--- src/rtl/load_align_unit.sv ---
// load_align_unit: accepts a load from execute, issues a word-aligned read to
// data memory, then aligns and extends the returned word for writeback.
// Misaligned accesses, unsupported funct3 codes and missing acknowledges are
// reported as faults instead of data.
module load_align_unit #(
  parameter int unsigned TIMEOUT = 255
) (
  input  logic        i_clk,
  input  logic        i_rstn,
  input  logic        i_req_valid,
  output logic        o_req_ready,
  input  logic [31:0] i_addr,
  input  logic [2:0]  i_funct3,
  output logic        o_mem_req,
  output logic [31:0] o_mem_addr,
  input  logic        i_mem_ack,
  input  logic [31:0] i_mem_rdata,
  output logic        o_rsp_valid,
  input  logic        i_rsp_ready,
  output logic [31:0] o_rsp_data,
  output logic [1:0]  o_rsp_fault
);

  localparam logic [1:0] ST_IDLE = 2'd0;
  localparam logic [1:0] ST_MEM  = 2'd1;
  localparam logic [1:0] ST_RESP = 2'd2;

  localparam logic [1:0] FLT_OK    = 2'b00;
  localparam logic [1:0] FLT_MISAL = 2'b01;
  localparam logic [1:0] FLT_TMO   = 2'b10;
  localparam logic [1:0] FLT_ILL   = 2'b11;

  // TIMEOUT is limited to 1..255, so an 8-bit wait counter never wraps.
  localparam logic [7:0] TIMEOUT_C = TIMEOUT[7:0];

  logic [1:0]  state_q,     state_d;
  logic [7:0]  cnt_q,       cnt_d;
  logic [1:0]  off_q,       off_d;
  logic [2:0]  funct3_q,    funct3_d;
  logic        mem_req_q,   mem_req_d;
  logic [31:0] mem_addr_q,  mem_addr_d;
  logic        rsp_valid_q, rsp_valid_d;
  logic [31:0] rsp_data_q,  rsp_data_d;
  logic [1:0]  rsp_fault_q, rsp_fault_d;

  logic [7:0]  cnt_inc_s;
  logic        illegal_s;
  logic        misaligned_s;

  // Shift the selected byte/halfword down to bit 0 and extend it to 32 bits.
  function automatic logic [31:0] extract_load(input logic [31:0] rdata,
                                               input logic [1:0]  off,
                                               input logic [2:0]  f3);
    logic [31:0] sh;
    logic [31:0] res;
    sh = rdata >> {off, 3'b000};
    case (f3)
      3'b000:  res = {{24{sh[7]}}, sh[7:0]};
      3'b001:  res = {{16{sh[15]}}, sh[15:0]};
      3'b010:  res = sh;
      3'b100:  res = {24'd0, sh[7:0]};
      3'b101:  res = {16'd0, sh[15:0]};
      default: res = 32'd0;
    endcase
    return res;
  endfunction

  // Classify the incoming request: unsupported type, or misaligned for its size.
  always_comb begin
    illegal_s    = 1'b0;
    misaligned_s = 1'b0;
    case (i_funct3)
      3'b000, 3'b100: misaligned_s = 1'b0;
      3'b001, 3'b101: misaligned_s = i_addr[0];
      3'b010:         misaligned_s = (i_addr[1:0] != 2'b00);
      default:        illegal_s    = 1'b1;
    endcase
  end

  assign cnt_inc_s = cnt_q + 8'd1;

  // Next-state logic for the IDLE -> MEM -> RESP load sequence.
  always_comb begin
    state_d     = state_q;
    cnt_d       = cnt_q;
    off_d       = off_q;
    funct3_d    = funct3_q;
    mem_req_d   = mem_req_q;
    mem_addr_d  = mem_addr_q;
    rsp_valid_d = rsp_valid_q;
    rsp_data_d  = rsp_data_q;
    rsp_fault_d = rsp_fault_q;
    case (state_q)
      ST_IDLE: begin
        if (i_req_valid) begin
          off_d    = i_addr[1:0];
          funct3_d = i_funct3;
          if (illegal_s) begin
            state_d     = ST_RESP;
            rsp_valid_d = 1'b1;
            rsp_fault_d = FLT_ILL;
            rsp_data_d  = 32'd0;
          end else if (misaligned_s) begin
            state_d     = ST_RESP;
            rsp_valid_d = 1'b1;
            rsp_fault_d = FLT_MISAL;
            rsp_data_d  = 32'd0;
          end else begin
            state_d    = ST_MEM;
            mem_req_d  = 1'b1;
            mem_addr_d = {i_addr[31:2], 2'b00};
            cnt_d      = 8'd0;
          end
        end else begin
          state_d = ST_IDLE;
        end
      end
      ST_MEM: begin
        // An ack in the final wait cycle still wins over the timeout.
        if (i_mem_ack) begin
          state_d     = ST_RESP;
          mem_req_d   = 1'b0;
          rsp_valid_d = 1'b1;
          rsp_fault_d = FLT_OK;
          rsp_data_d  = extract_load(i_mem_rdata, off_q, funct3_q);
        end else if (cnt_inc_s == TIMEOUT_C) begin
          state_d     = ST_RESP;
          cnt_d       = cnt_inc_s;
          mem_req_d   = 1'b0;
          rsp_valid_d = 1'b1;
          rsp_fault_d = FLT_TMO;
          rsp_data_d  = 32'd0;
        end else begin
          cnt_d = cnt_inc_s;
        end
      end
      ST_RESP: begin
        if (i_rsp_ready) begin
          state_d     = ST_IDLE;
          rsp_valid_d = 1'b0;
        end else begin
          state_d = ST_RESP;
        end
      end
      default: begin
        state_d     = ST_IDLE;
        mem_req_d   = 1'b0;
        rsp_valid_d = 1'b0;
      end
    endcase
  end

  // State and output registers with synchronous active-low reset.
  always_ff @(posedge i_clk) begin
    if (!i_rstn) begin
      state_q     <= ST_IDLE;
      cnt_q       <= 8'd0;
      off_q       <= 2'd0;
      funct3_q    <= 3'd0;
      mem_req_q   <= 1'b0;
      mem_addr_q  <= 32'd0;
      rsp_valid_q <= 1'b0;
      rsp_data_q  <= 32'd0;
      rsp_fault_q <= FLT_OK;
    end else begin
      state_q     <= state_d;
      cnt_q       <= cnt_d;
      off_q       <= off_d;
      funct3_q    <= funct3_d;
      mem_req_q   <= mem_req_d;
      mem_addr_q  <= mem_addr_d;
      rsp_valid_q <= rsp_valid_d;
      rsp_data_q  <= rsp_data_d;
      rsp_fault_q <= rsp_fault_d;
    end
  end

  assign o_req_ready = (state_q == ST_IDLE);
  assign o_mem_req   = mem_req_q;
  assign o_mem_addr  = mem_addr_q;
  assign o_rsp_valid = rsp_valid_q;
  assign o_rsp_data  = rsp_data_q;
  assign o_rsp_fault = rsp_fault_q;

endmodule

--- config.mk ---
export PLATFORM = sky130hd
export DESIGN_NAME = load_align_unit
export DESIGN_NICKNAME = d
export VERILOG_FILES = /design/src/rtl/load_align_unit.sv
export SDC_FILE = /design/constraint.sdc
export NUM_CORES = 1
export LEC_CHECK = 0
export CORE_ASPECT_RATIO = 1.1
export CORE_MARGIN = 5
export CORE_UTILIZATION = 25
export CTS_CLUSTER_SIZE = 40
export DETAILED_ROUTE_END_ITERATION = 8
export GPL_TIMING_DRIVEN = 1
export PLACE_DENSITY = 0.53
export SYNTH_ARGS = -nofsm -noshare
export SYNTH_HDL_FRONTEND = slang
export SYNTH_SLANG_ARGS = --single-unit
export TNS_END_PERCENT = 50
--- constraint.sdc ---
create_clock -name i_clk -period 1.99 [get_ports i_clk]
set_input_delay 0.199 -clock i_clk [delete_from_list [all_inputs] [get_ports i_clk]]
set_output_delay 0.199 -clock i_clk [all_outputs]
set_load 0.05 [all_outputs]
==> impl_metrics.py, run 1 <==
metrics = {
    "timing": {
        "rsz0062_at_grt": "true",
        "maxSlewHeadroom_pct": 61.7,
        "slew_viol_final": 0,
        "worst_pin_slew_ns": 0.573,
        "clock-skew-final_ns": 0.00405,
        "fin_hold_ws_ns": 0.266,
        "finalHoldViolCount": 0,
        "period_share_pct": 98.1,
        "post-route-min-period_ns": 1.95,
        "setup_viol": 0,
        "clock.fmax_ghz": 0.512,
    },
    "synthesis": {
        "async_reset_ff_share_pct": 0,
        "synth-seq-cells": 81,
        "synth_edf_count": 0,
        "ys_types": 53,
        "synth_flop_cell": "dfxtp_1",
        "synth_seq_area_share_pct": 37.7,
        "netlist_area_mm2": 0.00430,
        "avgSynthCellArea_um2": 8.06,
        "syn_inst": 533,
        "yosys_warnings": 0,
    },
    "cells_and_area": {
        "final_layout_size_suffix_gt1_share_pct": 12.7,
        "area_delta_synth_final_pct": 52.8,
        "multiInputGateArea_mm2": 0.00251,
        "diodes": 0,
        "seq_area_mm2": 0.00164,
        "layout_commonest_cell": "clkdlybuf4s50_1",
        "utilization_pct": 38.7,
        "layout_common_cells": "clkdlybuf4s50_1, nand2_1, dfxtp_1",
        "nets": 753,
        "fill_cells": 1747,
    },
    "power_and_ir_drop": {
        "p_total_mw": 4.45,
        "leakage_nw": 2.21,
        "p_int_mw": 3.12,
        "pwr-share-seq_pct": 39.1,
        "ir_drop_mv": 0.421,
        "power_frac_clock_pct": 38.0,
        "netSwitchingPower_mw": 1.33,
        "netSwitchingFraction_pct": 29.8,
        "power_density_mw_per_mm2": 678,
        "combPwrFrac_pct": 23.0,
    },
    "die": {
        "rows": 50,
        "die_y_um": 147,
        "dieArea_mm2": 0.0199,
        "start_util_pct": 25.3,
        "pin_count": 141,
        "dieWidth_um": 135,
        "core_area_mm2": 0.0170,
    },
    "placement": {
        "gp_congestion": 0.802,
        "hpwlAfterDp_um": 10700,
        "port_buffers": 138,
    },
    "clock_tree": {
        "cts.clk_slew.worst_paths_ns": 0.06,
        "cts_tree": "done",
        "htreeDepth": 3,
        "max-clock-path-buffers": 2,
        "cts.sinks": 81,
        "numCtsBuffers": 9,
        "cts-hold-fix-buffers": 0,
        "ctsRootBufferMaster": "clkbuf_16",
        "clk_latency_ns": 0.34,
    },
    "setup_path": {
        "slowest_delay_ns": 0.47,
        "cp_max_fo": 6,
        "cp-end-kind": "flop",
        "crit_path_top_delay_cell": "or4b_1",
        "path_buf_inv": 2,
        "arrival_ns": 2.18,
        "criticalPathCategory": "reg -> reg",
        "startpoint_type": "flop",
        "cpLargestDelayFamily": "simple AND/OR/NAND/NOR gates",
        "critPathRequiredTime_ns": 2.21,
        "critical_path.cell_chain": "ha_4 -> or4b_1 -> a32o_2 -> nor2_4 -> buf_6 -> buf_16 -> o21ai_0",
    },
    "detailed_routing": {
        "dr.pass1.iters": 4,
        "drc": 0,
        "num_vias": 4475,
        "wl_um": 14600,
        "viasPerCell": 4.87,
        "drt-initial-drc-count": 191,
        "drtAntennaViolNets": 0,
        "wl_per_cell_um": 15.9,
    },
    "global_route": {
        "grt_start_max_net_pins": 53,
        "grt_pass1_wl_um": 23000,
        "grt_util_all_layers_pct": 14.2,
        "antenna_found_initial": 0,
        "gr-total-overflow": 0,
        "grt_pass1_vias": 4533,
    },
    "worst_hold_path": {
        "hold_path.class": "in -> reg",
    },
    "flow_run": {
        "cap_violations": 0,
    },
    "status": {
        "outcome": "complete, no violations",
    },
}
==> final timing paths <==
path                        from              to  slack (ns)  depth (start not counted)
setup / recovery        cnt_q[0]       o_mem_req        0.04                          7
hold / removal            i_rstn        cnt_q[4]        0.27                          2
setup reg to reg        cnt_q[0]       o_mem_req        0.04                          7
hold reg to reg   o_mem_addr[28]  o_mem_addr[28]        0.46                          2
==> what timing repair did <==
| action | 4_1_cts | 5_1_grt |
|---|---|---|
| setup endpoints to repair | 36 | 35 |
| cloned | 2 | 0 |
| setup buffers | 3 | 3 |
| gates resized for setup | 11 | 16 |
| pin swaps | 0 | 7 |
==> layout make-up <==
cell class	instances	share of cell area [%]
inverters	5	0.286
clock buffers	12	3.75
repair buffers	181	27.5
multi-input cells	401	38.2
well taps	234	4.46
clock inverters	4	0.800
flip-flops and latches	81	25.0
==> layer usage <==
metal | GRT usage, % | up-vias | wire (um)
met5 | 0 | - | 0
met2 | 22.8 | 152 | 6570
met4 | 6.10 | 0 | 373
li1 | - | 2229 | -
met1 | 18.1 | 2073 | 6610
met3 | 3.51 | 21 | 1050
==> per-stage QoR <==
stage	area, um2	std cells	setup slack (ns)	TNS (ns)
CTS	6550	916	-0.0169	-0.0804
floorplan	4320	534	0.0350	0
global placement	6130	895	-0.0353	-0.119
detailed placement	6130	895	-0.0548	-0.665
global route	6570	918	-0.0129	-0.0433
finish	6570	918	0.0381	0
==> cell families (layout without fill, tap and decap cells) <==
kind of cell / after synthesis / count (layout) / synth area share, %
AOI/OAI and AO/OA: 167 / 167 / 26.9
adders and majority gates: 2 / 2 / 0.582
buffers and inverters: 52 / 202 / 5.39
DFF: 81 / 81 / 37.7
muxes: 25 / 25 / 6.17
other: 1 / 2 / 0.0873
and+or+nand+nor: 205 / 205 / 23.2
==> power by group through the flow <==
stage / registers (mW) / logic [mW] / clock network [mW]
after CTS: 1.74 / 1.03 / 1.74
after floorplan: 1.95 / 0.402 / 0
final: 1.74 / 1.02 / 1.69
after global routing: 1.75 / 1.09 / 1.80
after global placement: 1.78 / 1.02 / 0
after detailed placement: 1.78 / 1.02 / 0
==> worst register-to-register path: cells and delay by family (launching register included) <==
kind / cells / cell delay [ns]
DFF: 1 / 0.36
buffers and inverters: 2 / 0.25
and+or+nand+nor: 2 / 0.69
AOI/OAI and AO/OA: 2 / 0.35
adders and majority gates: 1 / 0.18
==> synth_stat cells, types with 8 or more instances <==
cell / count / area (um2)
mux2i_1: 22 / 220
o211ai_1: 18 / 135
clkbuf_1: 35 / 131
a32oi_1: 9 / 78.8
nor2_1: 15 / 56.3
a31oi_1: 8 / 50.1
nand3_1: 54 / 270
nor2b_1: 21 / 131
dfxtp_1: 81 / 1620
a21o_1: 8 / 60.1
nand2_1: 83 / 312
a21boi_0: 35 / 263
a211oi_1: 14 / 105
o21ai_0: 46 / 230
==> state kept, by name, indices dropped and copies added, names as in the netlist <==
name         count
o_rsp_data      32
o_mem_addr      30
cnt_q            8
funct3_q         3
o_rsp_fault      2
off_q            2
state_q          2
o_mem_req        1
o_rsp_valid      1
Power figures use the tool's default switching activity.
==> run 2: changes to the inputs <==
--- a/config.mk
+++ b/config.mk
@@ -7,11 +7,11 @@
 export LEC_CHECK = 0
 export CORE_ASPECT_RATIO = 1.1
 export CORE_MARGIN = 5
-export CORE_UTILIZATION = 25
+export CORE_UTILIZATION = 50
 export CTS_CLUSTER_SIZE = 40
 export DETAILED_ROUTE_END_ITERATION = 8
 export GPL_TIMING_DRIVEN = 1
-export PLACE_DENSITY = 0.53
+export PLACE_DENSITY = 0.88
 export SYNTH_ARGS = -nofsm -noshare
 export SYNTH_HDL_FRONTEND = slang
 export SYNTH_SLANG_ARGS = --single-unit
==> constraint.sdc (replaced) <==
create_clock -name i_clk -period 2.25 [get_ports i_clk]
set_input_delay 0.225 -clock i_clk [delete_from_list [all_inputs] [get_ports i_clk]]
set_output_delay 0.225 -clock i_clk [all_outputs]
set_load 0.05 [all_outputs]
==> run 2 against run 1 <==
  * Die area shrank 47%
  * Largest cell class unchanged
  * Register-to-register slack gained 0.11 ns
  * Critical path depth is the same
==> impl_metrics.py, run 2 (same netlist as run 1, synthesis figures left out) <==
metrics = {
    "power_and_ir_drop": {
        "p_int_mw": 2.62,
        "power_frac_clock_pct": 35.2,
        "leakage_nw": 2.07,
        "ir_drop_mv": 0.332,
        "netSwitchingFraction_pct": 29.4,
        "combPwrFrac_pct": 23.2,
        "power_density_mw_per_mm2": 611,
        "pwr-share-seq_pct": 41.7,
        "netSwitchingPower_mw": 1.09,
    },
    "cells_and_area": {
        "final_layout_size_suffix_gt1_share_pct": 8.45,
        "layout_commonest_cell": "clkdlybuf4s50_1",
        "fill_cells": 683,
        "area_delta_synth_final_pct": 41.3,
        "utilization_pct": 72.2,
        "diodes": 0,
        "largest_register_ffs": 32,
        "nets": 732,
        "layout_common_cells": "clkdlybuf4s50_1, nand2_1, dfxtp_1",
    },
    "global_route": {
        "grt_pass1_wl_um": 21100,
        "grt-busiest-layer": "met2",
        "grt_pass1_vias": 4270,
        "use_met3_pct": 4.03,
        "gr-total-overflow": 0,
        "use_met1_pct": 31.1,
        "grt_util_all_layers_pct": 24.3,
        "use_met2_pct": 40.6,
        "antenna_found_initial": 0,
        "grt_start_max_net_pins": 86,
    },
    "setup_path": {
        "startpoint_type": "flop",
        "cp-end-kind": "flop",
        "cp_max_fo": 24,
        "crit_path_top_delay_cell": "or3b_2",
        "critPathRequiredTime_ns": 2.47,
        "slowest_delay_ns": 0.48,
        "arrival_ns": 2.32,
        "critical_path.cell_chain": "ha_1 -> nand3_1 -> or3b_2 -> a32o_1 -> nor2_4 -> buf_12 -> o211ai_1",
        "criticalPathCategory": "reg -> reg",
    },
    "detailed_routing": {
        "viasPerCell": 5.77,
        "wl_um": 12900,
        "dr.pass1.iters": 5,
        "drtAntennaViolNets": 0,
        "drt-initial-drc-count": 302,
        "num_vias": 4469,
        "wl_per_cell_um": 16.7,
        "drc": 0,
    },
    "clock_tree": {
        "cts.clk_slew.worst_paths_ns": 0.08,
        "clk_latency_ns": 0.35,
        "cts.sinks": 81,
        "cts_setup_buffers": 0,
        "cts-hold-fix-buffers": 0,
        "ctsRootBufferMaster": "clkbuf_8",
        "cts_tree": "done",
        "htreeDepth": 3,
        "numCtsBuffers": 9,
        "max-clock-path-buffers": 2,
        "cts_resized": 0,
    },
    "die": {
        "rows": 35,
        "pin_count": 141,
        "start_util_pct": 51.1,
        "core_area_mm2": 0.00841,
        "dieWidth_um": 98.4,
        "die_y_um": 107,
        "dieArea_mm2": 0.0105,
    },
    "timing": {
        "clock.fmax_ghz": 0.475,
        "clock-skew-final_ns": 0.00814,
        "worst_pin_slew_ns": 0.739,
        "maxSlewHeadroom_pct": 50.8,
        "setup_tns_ns": 0,
        "setup_viol": 0,
        "post-route-min-period_ns": 2.10,
        "rsz0062_at_grt": "false",
        "finalHoldViolCount": 0,
        "slew_viol_final": 0,
        "period_share_pct": 93.5,
    },
    "placement": {
        "gp_congestion": 0.904,
        "port_buffers": 138,
        "hpwlAfterDp_um": 9400,
    },
    "worst_hold_path": {
        "hold_path.class": "in -> reg",
    },
    "status": {
        "outcome": "complete, no violations",
    },
    "flow_run": {
        "cap_violations": 0,
    },
}
==> run 2: changes by cell type in the layout (fill, tap and decap cells not counted), sizes merged <==
cell	change
buf	-22
bufinv	+2
clkbuf	-2
clkinv	+2
clkinvlp	-2
clkdlybuf4s50	+1
==> run 2: critical path: cells and delay by family, from the launching register on <==
kind | cells | cell delay, ns
simple gates | 3 | 0.82
compound gates | 2 | 0.38
flops | 1 | 0.34
fa+ha+maj | 1 | 0.24
buf+inv | 1 | 0.19
==> run 2: per-layer routing <==
layer	routed length [um]	vias up
met5	0	-
met4	338	0
met3	729	32
met2	6320	163
met1	5560	2102
li1	-	2172
==> run 2: cell type report <==
| type | count | area [um2] | area share (%) |
|---|---|---|---|
| inverter | 5 | 18.8 | 0.309 |
| timing repair buffer | 160 | 1580 | 26.0 |
| sequential | 81 | 1620 | 26.7 |
| multi-input combinational | 401 | 2460 | 40.5 |
| clock buffer | 10 | 138 | 2.27 |
| tap | 111 | 139 | 2.29 |
| clock inverter | 6 | 115 | 1.90 |
==> run 2: path summary, 6_finish.rpt <==
path / startpoint / endpoint / depth (start not counted) / slack (ns)
max reg2reg: cnt_q[0] / o_rsp_data[23] / 7 / 0.15
min: i_addr[9] / o_mem_addr[9] / 3 / 0.42
max: cnt_q[0] / o_rsp_data[23] / 7 / 0.15
min reg2reg: o_mem_addr[17] / o_mem_addr[17] / 2 / 0.46
==> run 2: metrics by stage <==
step                      hold WS (ns)  worst slack, ns  power (mW)  cells  area [um2]
final                            0.424            0.146        3.71    774        6070
after global routing             0.426           0.0284        3.86    774        6070
after global placement           0.449            0.226        2.41    758        5820
after floorplan                  0.370            0.140        2.08    534        4300
after CTS                        0.409            0.150        3.74    774        6070
after detailed placement         0.458           0.0335        2.43    758        5820
==> run 2: power by group through the flow <==
| stage | Combinational, mW | Clock [mW] | Sequential (mW) |
|---|---|---|---|
| final | 0.859 | 1.30 | 1.54 |
| after global routing | 0.916 | 1.39 | 1.55 |
| after CTS | 0.857 | 1.33 | 1.54 |
| after detailed placement | 0.850 | 0 | 1.58 |
| after global placement | 0.834 | 0 | 1.57 |
| after floorplan | 0.355 | 0 | 1.72 |
